`src/rtl/capture_ctrl_pkg.sv`:
```
// Shared types and helpers for the scope capture controller.
package capture_pkg;

    typedef enum logic [1:0] {
        IDLE      = 2'd0,
        WAIT_TRIG = 2'd1,
        POST_TRIG = 2'd2,
        DONE      = 2'd3
    } cap_state_t;

    function automatic int unsigned depth(input int unsigned aw);
        return 32'd1 << aw;
    endfunction

endpackage

```
`src/rtl/capture_ctrl_if.sv`:
```
// Trigger handshake and sample-RAM write port between the capture controller and its peers.
interface capture_ctrl_if #(
    parameter int ADDR_W = 9
);
    logic              trigger;
    logic              armed;
    logic              set_capture_done;
    logic              we;
    logic [ADDR_W-1:0] waddr;

    modport master (
        input  trigger,
        output armed,
        output set_capture_done,
        output we,
        output waddr
    );

    modport slave (
        output trigger,
        input  armed,
        input  set_capture_done,
        input  we,
        input  waddr
    );
endinterface

```
`src/rtl/capture_ctrl_sample_decimator.sv`:
```
// Sample-rate divider: tick once every 2**decimator clocks while run is high.
module sample_decimator #(
    parameter int DEC_W = 4
) (
    input  logic             clk,
    input  logic             rst,
    input  logic             run,
    input  logic [DEC_W-1:0] decimator,
    output logic             tick
);
    localparam int CNT_W = (1 << DEC_W) - 1;

    logic [CNT_W-1:0] dec_cnt_q, dec_cnt_d, limit;

    always_comb begin
        limit = (CNT_W'(1) << decimator) - CNT_W'(1);
        // >= lets a decimator shrunk mid-capture tick at once instead of waiting for a counter wrap
        tick      = (dec_cnt_q >= limit);
        dec_cnt_d = (!run || tick) ? '0 : dec_cnt_q + CNT_W'(1);
    end

    always_ff @(posedge clk) begin
        if (rst) begin
            dec_cnt_q <= '0;
        end else begin
            dec_cnt_q <= dec_cnt_d;
        end
    end
endmodule

```
`src/rtl/capture_ctrl.sv`:
```
// Capture controller: circular pre-trigger fill, arming, post-trigger count and trace end report.
module capture_ctrl
    import capture_pkg::*;
#(
    parameter int ADDR_W = 9,
    parameter int DEC_W  = 4
) (
    input  logic              clk,
    input  logic              rst,
    capture_ctrl_if.master    bus,
    input  logic              capture_en,
    input  logic              done_clr,
    input  logic [ADDR_W-1:0] trig_pos,
    input  logic [DEC_W-1:0]  decimator,
    output logic              capture_done,
    output logic [ADDR_W-1:0] trace_end
);
    localparam int DEPTH = depth(ADDR_W);
    localparam int CNT_W = ADDR_W + 1;

    cap_state_t        state_q, state_d;
    logic [ADDR_W-1:0] waddr_q, waddr_d;
    logic [ADDR_W-1:0] post_cnt_q, post_cnt_d;
    logic [ADDR_W-1:0] trace_end_q, trace_end_d;
    logic [CNT_W-1:0]  smpl_cnt_q, smpl_cnt_d;
    logic              set_capture_done_q, set_capture_done_d;
    logic              run, tick, we, armed;
    logic [ADDR_W-1:0] tp;
    logic [CNT_W-1:0]  arm_level;

    sample_decimator #(.DEC_W(DEC_W)) u_dec (
        .clk       (clk),
        .rst       (rst),
        .run       (run),
        .decimator (decimator),
        .tick      (tick)
    );

    // trig_pos is ADDR_W wide, so it can never exceed DEPTH-1 and the clamp is implicit
    assign tp        = trig_pos;
    assign arm_level = CNT_W'(DEPTH) - CNT_W'(tp);
    assign run       = (state_q == WAIT_TRIG) || (state_q == POST_TRIG);
    assign we        = tick && run;
    assign armed     = (state_q == WAIT_TRIG) && (smpl_cnt_q >= arm_level);

    always_comb begin
        state_d            = state_q;
        waddr_d            = waddr_q;
        post_cnt_d         = post_cnt_q;
        smpl_cnt_d         = smpl_cnt_q;
        trace_end_d        = trace_end_q;
        set_capture_done_d = 1'b0;
        case (state_q)
            IDLE: begin
                if (capture_en) begin
                    state_d    = WAIT_TRIG;
                    waddr_d    = '0;
                    smpl_cnt_d = '0;
                    post_cnt_d = '0;
                end
            end
            WAIT_TRIG: begin
                if (we) begin
                    waddr_d = waddr_q + ADDR_W'(1);
                    if (smpl_cnt_q != CNT_W'(DEPTH)) smpl_cnt_d = smpl_cnt_q + CNT_W'(1);
                end
                if (bus.trigger && armed) begin
                    post_cnt_d = '0;
                    state_d    = (tp == '0) ? DONE : POST_TRIG;
                end
            end
            POST_TRIG: begin
                if (we) begin
                    waddr_d    = waddr_q + ADDR_W'(1);
                    post_cnt_d = post_cnt_q + ADDR_W'(1);
                    if (post_cnt_q == tp - ADDR_W'(1)) state_d = DONE;
                end
            end
            DONE: begin
                if (capture_en) begin
                    state_d    = WAIT_TRIG;
                    waddr_d    = '0;
                    smpl_cnt_d = '0;
                    post_cnt_d = '0;
                end else if (done_clr) begin
                    state_d = IDLE;
                end
            end
            default: state_d = IDLE;
        endcase
        // waddr_d already includes the final write, so one behind it is the last written address
        if (state_d == DONE && state_q != DONE) begin
            set_capture_done_d = 1'b1;
            trace_end_d        = waddr_d - ADDR_W'(1);
        end
    end

    always_ff @(posedge clk) begin
        if (rst) begin
            state_q            <= IDLE;
            waddr_q            <= '0;
            post_cnt_q         <= '0;
            smpl_cnt_q         <= '0;
            trace_end_q        <= '0;
            set_capture_done_q <= 1'b0;
        end else begin
            state_q            <= state_d;
            waddr_q            <= waddr_d;
            post_cnt_q         <= post_cnt_d;
            smpl_cnt_q         <= smpl_cnt_d;
            trace_end_q        <= trace_end_d;
            set_capture_done_q <= set_capture_done_d;
        end
    end

    assign bus.we               = we;
    assign bus.waddr            = waddr_q;
    assign bus.armed            = armed;
    assign bus.set_capture_done = set_capture_done_q;
    assign capture_done         = (state_q == DONE);
    assign trace_end            = trace_end_q;
endmodule

```
`src/flat_wrapper.sv`:
```
// flat-port wrapper written by rule: the top's interface ports become plain ports
module capture_ctrl_flat import capture_pkg::*;
#(
    parameter int ADDR_W = 9,
    parameter int DEC_W  = 4
)
  (clk, rst, capture_en, done_clr, trig_pos, decimator, capture_done, trace_end, bus_trigger, bus_armed, bus_set_capture_done, bus_we, bus_waddr);
  capture_ctrl_if #(.ADDR_W(ADDR_W)) bus_i ();
  input  logic clk;
  input  logic rst;
  input  logic capture_en;
  input  logic done_clr;
  input  logic [ADDR_W-1:0] trig_pos;
  input  logic [DEC_W-1:0] decimator;
  output logic capture_done;
  output logic [ADDR_W-1:0] trace_end;
  input wire logic [$bits(bus_i.trigger)-1:0] bus_trigger;
  output wire logic [$bits(bus_i.armed)-1:0] bus_armed;
  output wire logic [$bits(bus_i.set_capture_done)-1:0] bus_set_capture_done;
  output wire logic [$bits(bus_i.we)-1:0] bus_we;
  output wire logic [$bits(bus_i.waddr)-1:0] bus_waddr;
  assign bus_i.trigger = bus_trigger;
  assign bus_armed = bus_i.armed;
  assign bus_set_capture_done = bus_i.set_capture_done;
  assign bus_we = bus_i.we;
  assign bus_waddr = bus_i.waddr;
  capture_ctrl #(.ADDR_W(ADDR_W), .DEC_W(DEC_W)) u_core (.clk(clk), .rst(rst), .bus(bus_i), .capture_en(capture_en), .done_clr(done_clr), .trig_pos(trig_pos), .decimator(decimator), .capture_done(capture_done), .trace_end(trace_end));
endmodule
```
`config.mk`:
```
export PLATFORM = sky130hd
export DESIGN_NAME = capture_ctrl_flat
export DESIGN_NICKNAME = d
export VERILOG_FILES = /design/src/rtl/capture_ctrl_pkg.sv /design/src/rtl/capture_ctrl_if.sv /design/src/rtl/capture_ctrl_sample_decimator.sv /design/src/rtl/capture_ctrl.sv /design/src/flat_wrapper.sv
export SDC_FILE = /design/constraint.sdc
export NUM_CORES = 1
export LEC_CHECK = 0
export CAP_MARGIN = 20
export CORE_MARGIN = 10
export CORE_UTILIZATION = 58
export CTS_BUF_LIST = sky130_fd_sc_hd__clkbuf_8
export CTS_CLUSTER_DIAMETER = 30
export CTS_CLUSTER_SIZE = 24
export DETAILED_ROUTE_END_ITERATION = 7
export GPL_ROUTABILITY_DRIVEN = 0
export PLACE_DENSITY = 0.81
export SLEW_MARGIN = 0
export SYNTH_ARGS = -nofsm -noshare
export SYNTH_HDL_FRONTEND = slang
export SYNTH_SLANG_ARGS = --single-unit
```
`constraint.sdc`:
```
create_clock -name clk -period 15.4 [get_ports clk]
set_input_delay 3.85 -clock clk [delete_from_list [all_inputs] [get_ports clk]]
set_output_delay 3.85 -clock clk [all_outputs]
set_load 0.02 [all_outputs]
```
==> results.sh, run 1 <==
export IMPL_setup_violations_final=0
export IMPL_clkSlewWorstSetupHoldPaths_ns=0.09
export IMPL_reg2regPathDepth=14
export IMPL_synth_ff_latch_count=55
export IMPL_rsz_0062_raised_after_global_routing="no"
export IMPL_global_route_usage_total_pct=17.1
export IMPL_p_switching_uw=70.2
export IMPL_final_net_count=568
export IMPL_cts_num_sinks=55
export IMPL_min_path_type="register to register"
export IMPL_r2r_end="u_core.trace_end[8]$_SDFFE_PP0P_"
export IMPL_synth_cell_area_um2=3880
export IMPL_synthesis_yosys_warnings=0
export IMPL_power_share_clock_pct=28.8
export IMPL_arrival_time_of_data_at_the_critical_path_endpoint_ns=8.21
export IMPL_synthXorXnorAreaFrac_pct=11.3
export IMPL_antenna_left=0
export IMPL_route_final_wire_length_mm=8.82
export IMPL_io_buffer_count=39
export IMPL_max_slew_margin_rel_pct=32.2
export IMPL_worstPathCellList="clkdlybuf4s50_1 -> or2_2 -> or3_1 -> ha_1 -> inv_1 -> nand3_1 -> o21ai_0 -> a32oi_1 -> ha_1 -> and4_1 -> o21ai_0 -> o221ai_1 -> a31oi_1 -> inv_1 -> clkdlybuf4s50_1"
export IMPL_drt_iter0_markers=179
export IMPL_place_ws_ns=3.36
export IMPL_postCtsSetupBuffers=0
export IMPL_seq_area_frac_synth_pct=28.4
export IMPL_row_count=29
export IMPL_timing_critical_path_from_type="input pin"
export IMPL_power_switching_share_pct=27.0
export IMPL_design_core_area_um2=6420
export IMPL_route_detailed_wl_per_inst_um=15.0
export IMPL_yosys_cell_count_top_type="nor2_1"
export IMPL_timing_final_max_slew_violations=0
export IMPL_grt_antenna_before_repair=0
export IMPL_via_count=3474
export IMPL_fmax_mhz=82.9
export IMPL_final_layout_size_suffix_gt1_share_pct=3.13
export IMPL_setup_worst_path_class="input pin to output port"
export IMPL_ff2ff_setup_slack_ns=11.64
export IMPL_critPathRequiredTime_ns=11.55
export IMPL_cts_hold_fix_buffers=0
export IMPL_run_status="completed"
export IMPL_synth_cells_most_frequent="nor2_1, dfxtp_1, ha_1"
export IMPL_clk_insertion_delay_late_ns=0.30
export IMPL_grt_start_max_net_pins=26
export IMPL_cts_buffer_depth=2
export IMPL_synth_top_area_share_pct=28.4
export IMPL_design_die_area_um2=10400
export IMPL_post_cts_resize_count=0
export IMPL_netlist_top_cell_by_area="dfxtp_1"
export IMPL_avgSynthCellArea_um2=8.03
export IMPL_vdd_drop_max_mv=0.0468
export IMPL_post_synth_num_cell_types=61
export IMPL_postSynth_asyncResetShare_pct=0
export IMPL_synth_edff_count=0
export IMPL_drv_max_cap_violation_count=0
export IMPL_simple_gate_area_share_of_the_yosys_netlist_pct=25.1
export IMPL_worstMarginPinSlew_ns=1.01
export IMPL_r2r_start="u_core.u_dec.dec_cnt_q[0]$_SDFF_PP0_"
export IMPL_route_detailed_vias_per_inst=5.91
export IMPL_drc=0
export IMPL_fin_tns_setup_ns=0
export IMPL_clock_tree_root_cell="clkbuf_8"
export IMPL_syn_inst=483
export IMPL_synth_top_cells_by_area="dfxtp_1, ha_1, xor2_1"
export IMPL_share_seq_of_total_power_pct=55.8
export IMPL_first_global_vias=3313
export IMPL_finalHoldViolCount=0
export IMPL_cp_endpoint="bus_we"
export IMPL_antenna_diode_count=0
export IMPL_combPwrFrac_pct=15.4
export IMPL_synth_area_mux_share_pct=2.35
export IMPL_synth_compound_area_share_pct=15.9
export IMPL_overflow=0
export IMPL_post_route_min_period_ns=12.06
export IMPL_cts_buffers_inserted=5
export IMPL_critPathSlowestCell="a31oi_1"
export IMPL_synthAdderAreaFrac_pct=12.3
export IMPL_wire_length_of_the_first_global_routing_pass_mm=14.9
export IMPL_die_x_um=102
export IMPL_firstDrtPassIters=7
export IMPL_io_pins=40
export IMPL_post_route_worst_setup_slack_ns=3.34
export IMPL_largest_family_of_logic_cells_by_synthesized_area="simple AND/OR/NAND/NOR gates"
export IMPL_worst_clock_skew_ns=0.00413
export IMPL_filler_cell_count=545
export IMPL_power_density_cell_area_nw_per_um2=59.7
export IMPL_cts_tree="built"
export IMPL_crit_path_end_kind="output port"
export IMPL_areaGrowthSynthToFinish_pct=12.4
export IMPL_die_h_um=102
export IMPL_crit_path_max_incr_delay_ns=0.74
export IMPL_worst_setup_path_startpoint="decimator[1]"
export IMPL_cp_max_fo=12
export IMPL_starting_density_of_the_core_pct=60.4
export IMPL_ctsHtreeMaxLevel=2
export IMPL_power_leakage_nw=1.72
export IMPL_dp_final_hpwl_mm=6.82
export IMPL_cell_internal_pwr_uw=190
export IMPL_final_min_period_over_clock_period_pct=78.3
export IMPL_syn_nets=539
export IMPL_ys_dominant_reg_cell="dfxtp_1"
-- cell families (layout without fill, tap and decap cells) --
logic type | count (synthesis) | after routing
compound gates | 89 | 89
xor+xnor | 50 | 50
fa+ha+maj | 38 | 38
mux | 9 | 9
buf+inv | 44 | 72
simple gates | 198 | 198
flops | 55 | 55
-- worst max-delay path: cells and delay by family --
kind	cells	cell delay [ns]
fa+ha+maj	2	0.58
buf+inv	4	1.46
simple gates	4	1.02
compound gates	5	1.30
-- flip-flops by register name (all words and copies together) (netlist names) --
name and flops:
u_core.state_q 2, u_core.bus.set_capture_done 1, u_core.smpl_cnt_q 10, u_core.trace_end 9, u_core.post_cnt_q 9, u_core.u_dec.dec_cnt_q 15
u_core.bus.waddr 9
-- cells in the final DEF (no fill, tap or decap), drive strengths merged, types with 4 or more instances in the layout --
cell type       n
o22ai           4
and3           11
clkbuf          5
a21oi          24
nand2          35
xor2           30
ha             38
nand3b          4
nor2           67
dfxtp          55
nor3           11
nand4           8
mux2i           8
nand3          22
a221oi          4
inv            27
xnor2          20
clkdlybuf4s50  39
nand2b          8
a211oi          4
nor2b           8
or4             4
a21o            6
o21ai          13
or3             4
nor4            7
-- how the worst min path moves through the flow --
| stage | startpoint | endpoint | slack (ns) | cells after the start |
|---|---|---|---|---|
| 2_1_floorplan | u_core.u_dec.dec_cnt_q[0]$_SDFF_PP0_ | u_core.u_dec.dec_cnt_q[0]$_SDFF_PP0_ | 0.46 | 1 |
| 3_3_place_gp | u_core.trace_end[6]$_SDFFE_PP0P_ | u_core.trace_end[6]$_SDFFE_PP0P_ | 0.44 | 2 |
| 3_5_place_dp | u_core.trace_end[6]$_SDFFE_PP0P_ | u_core.trace_end[6]$_SDFFE_PP0P_ | 0.45 | 2 |
| 4_1_cts | u_core.trace_end[6]$_SDFFE_PP0P_ | u_core.trace_end[6]$_SDFFE_PP0P_ | 0.47 | 2 |
| 5_1_grt | u_core.trace_end[1]$_SDFFE_PP0P_ | u_core.trace_end[1]$_SDFFE_PP0P_ | 0.51 | 2 |
| 6_report | u_core.trace_end[6]$_SDFFE_PP0P_ | u_core.trace_end[6]$_SDFFE_PP0P_ | 0.47 | 2 |
-- metrics by stage --
| stage | area, um2 | hold WS (ns) | utilization, % | cells | power, mW |
|---|---|---|---|---|---|
| finish | 4360 | 0.467 | 67.9 | 588 | 0.260 |
| global route | 4360 | 0.507 | 67.9 | 588 | 0.274 |
| CTS | 4360 | 0.469 | 67.9 | 588 | 0.262 |
| detailed placement | 4280 | 0.453 | 66.7 | 582 | 0.188 |
| global placement | 4280 | 0.441 | 66.7 | 582 | 0.186 |
| floorplan | 3880 | 0.464 | - | 483 | 0.176 |
-- area by class of cell --
cell class,instances,area [um2],area share [%]
well taps,77,96.3,2.21
clock buffers,5,68.8,1.58
inverters,27,101,2.32
repair buffers,39,390,8.95
clock inverters,1,7.51,0.172
flip-flops and latches,55,1100,25.3
multi-input cells,384,2590,59.5
-- power by group through the flow --
| stage | Sequential (mW) | Clock, mW | Combinational (mW) |
|---|---|---|---|
| after floorplan | 0.148 | 0 | 0.0283 |
| after global placement | 0.148 | 0 | 0.0379 |
| after detailed placement | 0.148 | 0 | 0.0396 |
| after CTS | 0.145 | 0.0772 | 0.0398 |
| after global routing | 0.145 | 0.0834 | 0.0448 |
| final | 0.145 | 0.0749 | 0.0400 |
-- metal layers --
metal,global-route usage (%),vias to the layer above,share of wire (%)
li1,-,1772,-
met1,21.6,1616,45
met2,28.3,75,48
met3,4.15,11,5.7
met4,4.84,0,1.2
met5,0,-,0
(Power assumes the default switching activity.)
==> run 2: changes to the inputs <==
==> constraint.sdc (replaced) <==
create_clock -name clk -period 11.9 [get_ports clk]
set_input_delay 2.975 -clock clk [delete_from_list [all_inputs] [get_ports clk]]
set_output_delay 2.975 -clock clk [all_outputs]
set_load 0.02 [all_outputs]
==> results.sh, run 2 (synthesis results as in run 1) <==
export IMPL_run_status="completed"
export IMPL_areaGrowthSynthToFinish_pct=12.4
export IMPL_grt_start_max_net_pins=26
export IMPL_whs_path_depth=2
export IMPL_postCtsSetupBuffers=0
export IMPL_final_net_count=568
export IMPL_final_layout_size_suffix_gt1_share_pct=3.13
export IMPL_layout_commonest_cell="nor2_1"
export IMPL_die_x_um=102
export IMPL_power_leakage_nw=1.72
export IMPL_crit_path_max_incr_delay_ns=0.73
export IMPL_drv_max_cap_violation_count=0
export IMPL_worst_hold_path_endpoint="u_core.trace_end[6]$_SDFFE_PP0P_"
export IMPL_io_pins=40
export IMPL_drc=0
export IMPL_worstMarginPinSlew_ns=1.03
export IMPL_cts_num_sinks=55
export IMPL_arrival_time_of_data_at_the_critical_path_endpoint_ns=7.34
export IMPL_critPathRequiredTime_ns=8.93
export IMPL_design_core_area_um2=6420
export IMPL_largest_register_ff_count=15
export IMPL_power_density_cell_area_nw_per_um2=77.5
export IMPL_cts_tree="built"
export IMPL_cts_hold_fix_buffers=0
export IMPL_fmax_mhz=96.9
export IMPL_number_of_gates_on_the_worst_path_with_buffers_counted=15
export IMPL_critPathSlowestCell="a31oi_1"
export IMPL_fin_tns_setup_ns=0
export IMPL_timing_final_max_slew_violations=0
export IMPL_reg_largest_list="u_core.u_dec.dec_cnt_q (15), u_core.smpl_cnt_q (10)"
export IMPL_dp_final_hpwl_mm=6.85
export IMPL_route_detailed_vias_per_inst=5.94
export IMPL_grt_antenna_before_repair=0
export IMPL_row_count=29
export IMPL_clk_insertion_delay_late_ns=0.30
export IMPL_firstDrtPassIters=4
export IMPL_filler_cell_count=552
export IMPL_starting_density_of_the_core_pct=60.4
export IMPL_cts_buffer_depth=2
export IMPL_min_path_type="register to register"
export IMPL_rsz_0062_raised_after_global_routing="no"
export IMPL_route_detailed_wl_per_inst_um=15.1
export IMPL_design_die_area_um2=10400
export IMPL_cts_buffers_inserted=5
export IMPL_ctsHtreeMaxLevel=2
export IMPL_ff2ff_setup_slack_ns=8.09
export IMPL_wire_length_of_the_first_global_routing_pass_mm=14.9
export IMPL_worst_clock_skew_ns=0.00579
export IMPL_io_buffer_count=39
export IMPL_clkSlewWorstSetupHoldPaths_ns=0.09
export IMPL_crit_path_end_kind="output port"
export IMPL_final_cells=588
export IMPL_timing_critical_path_from_type="input pin"
export IMPL_finalHoldViolCount=0
export IMPL_dp_cells=582
export IMPL_antenna_left=0
export IMPL_final_min_period_over_clock_period_pct=86.7
export IMPL_global_route_usage_total_pct=17.2
export IMPL_setup_violations_final=0
export IMPL_vdd_drop_max_mv=0.0626
export IMPL_first_global_vias=3360
export IMPL_die_h_um=102
export IMPL_critical_path_top_delay_family="buffers and inverters"
export IMPL_cp_max_fo=12
export IMPL_overflow=0
export IMPL_route_final_wire_length_mm=8.87
export IMPL_post_cts_resize_count=0
export IMPL_drt_iter0_markers=172
export IMPL_largest_register="u_core.u_dec.dec_cnt_q"
export IMPL_r2r_end="u_core.trace_end[8]$_SDFFE_PP0P_"
export IMPL_layout_cells_most_common_list="nor2_1, dfxtp_1, clkdlybuf4s50_1, ha_1, nand2_1"
export IMPL_post_route_min_period_ns=10.32
export IMPL_hold_path_startpoint="u_core.trace_end[6]$_SDFFE_PP0P_"
export IMPL_antenna_diode_count=0
export IMPL_max_slew_margin_rel_pct=31.3
export IMPL_via_count=3492
export IMPL_reg2regPathDepth=14
export IMPL_setup_worst_path_class="input pin to output port"
export IMPL_clock_tree_root_cell="clkbuf_8"
export IMPL_r2r_start="u_core.u_dec.dec_cnt_q[0]$_SDFF_PP0_"
export IMPL_worstPathCellList="clkdlybuf4s50_1 -> or2_2 -> or3_1 -> ha_1 -> inv_1 -> nand3_1 -> o21ai_0 -> a32oi_1 -> ha_1 -> and4_1 -> o21ai_0 -> o221ai_1 -> a31oi_1 -> inv_1 -> clkdlybuf4s50_1"
export IMPL_cp_bufs_invs=4
==> run 2: cell counts in the layout (fill, tap and decap cells not counted) <==
No cell type changed its count.
==> run 2: how the worst max path moves through the flow <==
stage	startpoint	to
2_1_floorplan	decimator[1]	bus_we
3_3_place_gp	decimator[1]	bus_we
3_5_place_dp	decimator[1]	bus_we
4_1_cts	decimator[1]	bus_we
5_1_grt	decimator[1]	bus_we
6_report	decimator[1]	bus_we
==> run 2: report_power, final <==
| group | switching (mW) | leakage (nW) | internal, mW |
|---|---|---|---|
| Clock | 0.0586 | 0.0361 | 0.0393 |
| Sequential | 0.00245 | 0.443 | 0.185 |
| Combinational | 0.0310 | 1.24 | 0.0210 |
==> run 2: worst reg2reg max path, cell delays in order (launching register included) <==
cell	delay, ns
dfxtp_1	0.46
inv_1	0.08
ha_1	0.28
nand2b_1	0.14
a211oi_1	0.28
o221ai_1	0.29
a31oi_1	0.74
inv_1	0.16
a21oi_1	0.24
ha_1	0.23
nand2_1	0.08
nor2_1	0.23
nand4_1	0.15
xor2_1	0.17
a22o_1	0.18
==> run 2: metrics by stage <==
step | util [%] | hold WS [ns] | cell area, um2 | power (mW) | setup slack [ns]
2_1_floorplan | - | 0.464 | 3880 | 0.228 | 3.22
3_3_place_gp | 66.7 | 0.441 | 4280 | 0.241 | 1.88
3_5_place_dp | 66.7 | 0.453 | 4280 | 0.243 | 1.62
4_1_cts | 67.9 | 0.469 | 4360 | 0.339 | 1.60
5_1_grt | 67.9 | 0.496 | 4360 | 0.354 | 1.29
6_report | 67.9 | 0.467 | 4360 | 0.338 | 1.58
==> run 2: final cells by class <==
type / count / area (um2) / area share (%)
clock buffer: 5 / 68.8 / 1.58
clock inverter: 1 / 7.51 / 0.172
inverter: 27 / 101 / 2.32
multi-input combinational: 384 / 2590 / 59.5
sequential: 55 / 1100 / 25.3
tap: 77 / 96.3 / 2.21
timing repair buffer: 39 / 390 / 8.95
==> run 2: layer usage <==
layer	GRT usage [%]	up-vias	part of all wire, %
li1	-	1772	-
met1	21.3	1626	45
met2	28.3	82	48
met3	4.36	12	5.8
met4	5.83	0	1.3
met5	0	-	0
==> run 3: changes to the inputs <==
--- a/config.mk
+++ b/config.mk
@@ -5,6 +5,7 @@
 export SDC_FILE = /design/constraint.sdc
 export NUM_CORES = 1
 export LEC_CHECK = 0
+export ABC_CLOCK_PERIOD_IN_PS = 11900
 export CAP_MARGIN = 20
 export CORE_MARGIN = 10
 export CORE_UTILIZATION = 58
==> results of run 3 <==
The final DEF is identical to that of run 2; final timing and power are the same.
==> edit: new RTL, config.mk and constraints of run 1 <==
Reset style: asynchronous (`rst`), changed in 2 clocked blocks.
--- a/src/rtl/capture_ctrl_sample_decimator.sv
+++ b/src/rtl/capture_ctrl_sample_decimator.sv
@@ -21,3 +21,3 @@
 
-    always_ff @(posedge clk) begin
+    always_ff @(posedge clk or posedge rst) begin
         if (rst) begin
--- a/src/rtl/capture_ctrl.sv
+++ b/src/rtl/capture_ctrl.sv
@@ -97,3 +97,3 @@
 
-    always_ff @(posedge clk) begin
+    always_ff @(posedge clk or posedge rst) begin
         if (rst) begin
Behaviour: differs if rst is asserted again (counterexample within 4 cycles, from zero or initial values and one cycle with rst high); with rst held inactive, the same outputs for 10 cycles.
==> edit against run 1 <==
  * Sequential cell count unchanged
  * Synthesized cell count decreased by 8.9%
  * Worst setup slack got worse by 0.011 ns
  * Cell area increased by 3.8%
  * Wire length increased by 3.3%
  * Via count decreased by 4.7%
  * Area after synthesis increased by 2.4%
  * Cell count decreased by 5.4%
  * Register-to-register slack improved by 0.14 ns
Power is not compared: it rests on default switching activity, and its combinational part moved more than twofold at a synthesized area within 25%.
==> edit: results (changes against run 1) <==
* Status: finished, final reports clean
* First-pass GRT wire length at 15.0 mm (+1.2%)
* Largest net degree at the start of global routing at 56 (+120%)
* Area contributors post-synth: dfrtp_1 35%, ha_1 12%, xor2_1 5.5%, xnor2_1 4.4%, nand2_1 3.8%
* Reg2reg path depth at 12 (-2)
* TritonCTS Buffers at 5 (unchanged)
* Slew @ Worst Pin at 0.762 ns (-0.252 ns)
* Synth Area in Adders at 12.0% (-0.28 points)
* FF-to-FF setup slack at 11.78 ns (+0.14 ns)
* Syn Nets at 496 (-8.0%)
* Hold crit path type: reg2reg
* Layout cells sized above 1 at 5.88% (+2.8 points)
* Synth Area in Compound Gates at 12.7% (-3.3 points)
* Drt wl/cell at 16.4 um (+9.3%)
* Htree depth at 2 (unchanged)
* Seq/Total Area, Yosys at 34.7% (+6.3 points)
* Via count at 3311 (-4.7%)
* Maximum VDD drop at 0.0954 mV
* Hold path depth at 1 (-1)
* GRT Overall Usage at 17.6% (+0.46 points)
* Ys flop type: dfrtp_1
* Synth async-reset ratio at 100% (+100 points)
* Critical path arrival at 8.22 ns (about the same)
* Clock-pin slew of the registers on the worst-case setup and hold paths at 0.10 ns
* Synth Area per Inst at 9.02 um^2 (+12%)
* Net count, final at 531 (-6.5%)
* Root buffer cell: clkbuf_8
* Crit path max fanout at 9 (-3)
* Mux contribution to synthesized area at 4.19% (+1.8 points)
* Initial drt markers at 153 (-15%)
* Leakage power at 2.09 nW
* Initial antenna violation count at 0 (unchanged)
* R2r endpoint: u_core.trace_end[4]
* Min-Delay Endpoint: u_core.u_dec.dec_cnt_q[0]
* IO Port Bufs at 39 (unchanged)
* First drt pass iteration count at 5 (-2)
* Clock skew at 0.0171 ns (+0.0130 ns)
* Diode count at 0 (unchanged)
* XOR/XNOR Fraction of Synth Area at 10.6% (-0.67 points)
* Vias in the first global route at 3156 (-4.7%)
* Post-synth top cells: 55 x dfrtp_1, 40 x nand2_1, 40 x nor2_1, 38 x ha_1, 28 x inv_1
* Reg-to-reg startpoint: u_core.u_dec.dec_cnt_q[8]
* Detailed placer's ending HPWL at 6.90 mm (+1.1%)
* Clk_lat worst skew at 0.32 ns (+0.02 ns)
* Distinct cells, synth at 50 (-18%)
* Min-delay src: u_core.u_dec.dec_cnt_q[0]
edit: cell count changes after synthesis, sizes merged, moves of 5 or more:
cell / before / now
a211oi: 4 / 9
a21o: 6 / 1
a21oi: 24 / 15
dfrtp: 0 / 55
dfxtp: 55 / 0
mux2: 1 / 8
nand2: 35 / 40
nor2: 67 / 40
nor2b: 8 / 3
o21ai: 13 / 20
xor2: 30 / 25
edit: logic make-up (layout without fill, tap and decap cells):
logic type / count (synthesis) / after routing
AND/OR/NAND/NOR: 170 / 170
AO/OA/AOI/OAI: 77 / 77
flip-flops: 55 / 55
XOR/XNOR: 46 / 46
buffers and inverters: 41 / 77
adder cells (fa/ha/maj): 38 / 38
multiplexers: 13 / 13
edit: how the worst max path moves through the flow:
stage	from	to	slack [ns]	cells past startpoint
2_1_floorplan	decimator[0]	bus_we	4.68	15
3_3_place_gp	decimator[0]	bus_we	3.61	14
3_5_place_dp	decimator[0]	bus_we	3.39	14
4_1_cts	decimator[0]	bus_we	3.35	14
5_1_grt	decimator[0]	bus_we	3.02	14
6_report	decimator[0]	bus_we	3.33	14
edit: worst max-delay path: stages:
cell,delay [ns]
clkdlybuf4s50_1,0.54
or2_2,0.39
or3_1,0.35
ha_1,0.32
xor2_1,0.18
nor2_1,0.10
a31oi_1,0.05
ha_1,0.34
nand4_1,0.14
nor2_1,0.14
o2111ai_1,0.22
o21ai_1,0.55
and2_1,0.37
clkdlybuf4s50_1,0.67
edit: cell type report:
type	instances	area (um^2)
inverter	28	105
sequential	55	1380
clock buffer	5	68.8
clock inverter	3	46.3
tap	80	100
timing repair buffer	41	405
fill	506	2190
multi-input combinational	344	2420
edit: metal layers:
metal	share of wire, %	routed length, um	global-route usage [%]
met5	0	0	0
met4	1.9	177	6.31
met3	4.7	425	3.49
met2	47	4310	28.8
met1	46	4200	22.5
edit: power by group:
part	leakage, nW	switching (mW)	total, mW	internal [mW]
Combinational	1.32	0.154	0.259	0.106
Sequential	0.715	0.0220	0.185	0.163
Clock	0.0548	0.0523	0.101	0.0491
edit: metrics by stage:
| stage | util (%) | area, um^2 | worst slack [ns] | hold WS [ns] | std cells |
|---|---|---|---|---|---|
| after floorplan | - | 3970 | 4.68 | 0.467 | 440 |
| after global placement | 65.5 | 4400 | 3.61 | 0.493 | 547 |
| after detailed placement | 65.5 | 4400 | 3.39 | 0.501 | 547 |
| after CTS | 67.2 | 4520 | 3.35 | 0.514 | 555 |
| after global routing | 67.4 | 4530 | 3.02 | 0.528 | 556 |
| final | 67.4 | 4530 | 3.33 | 0.517 | 556 |
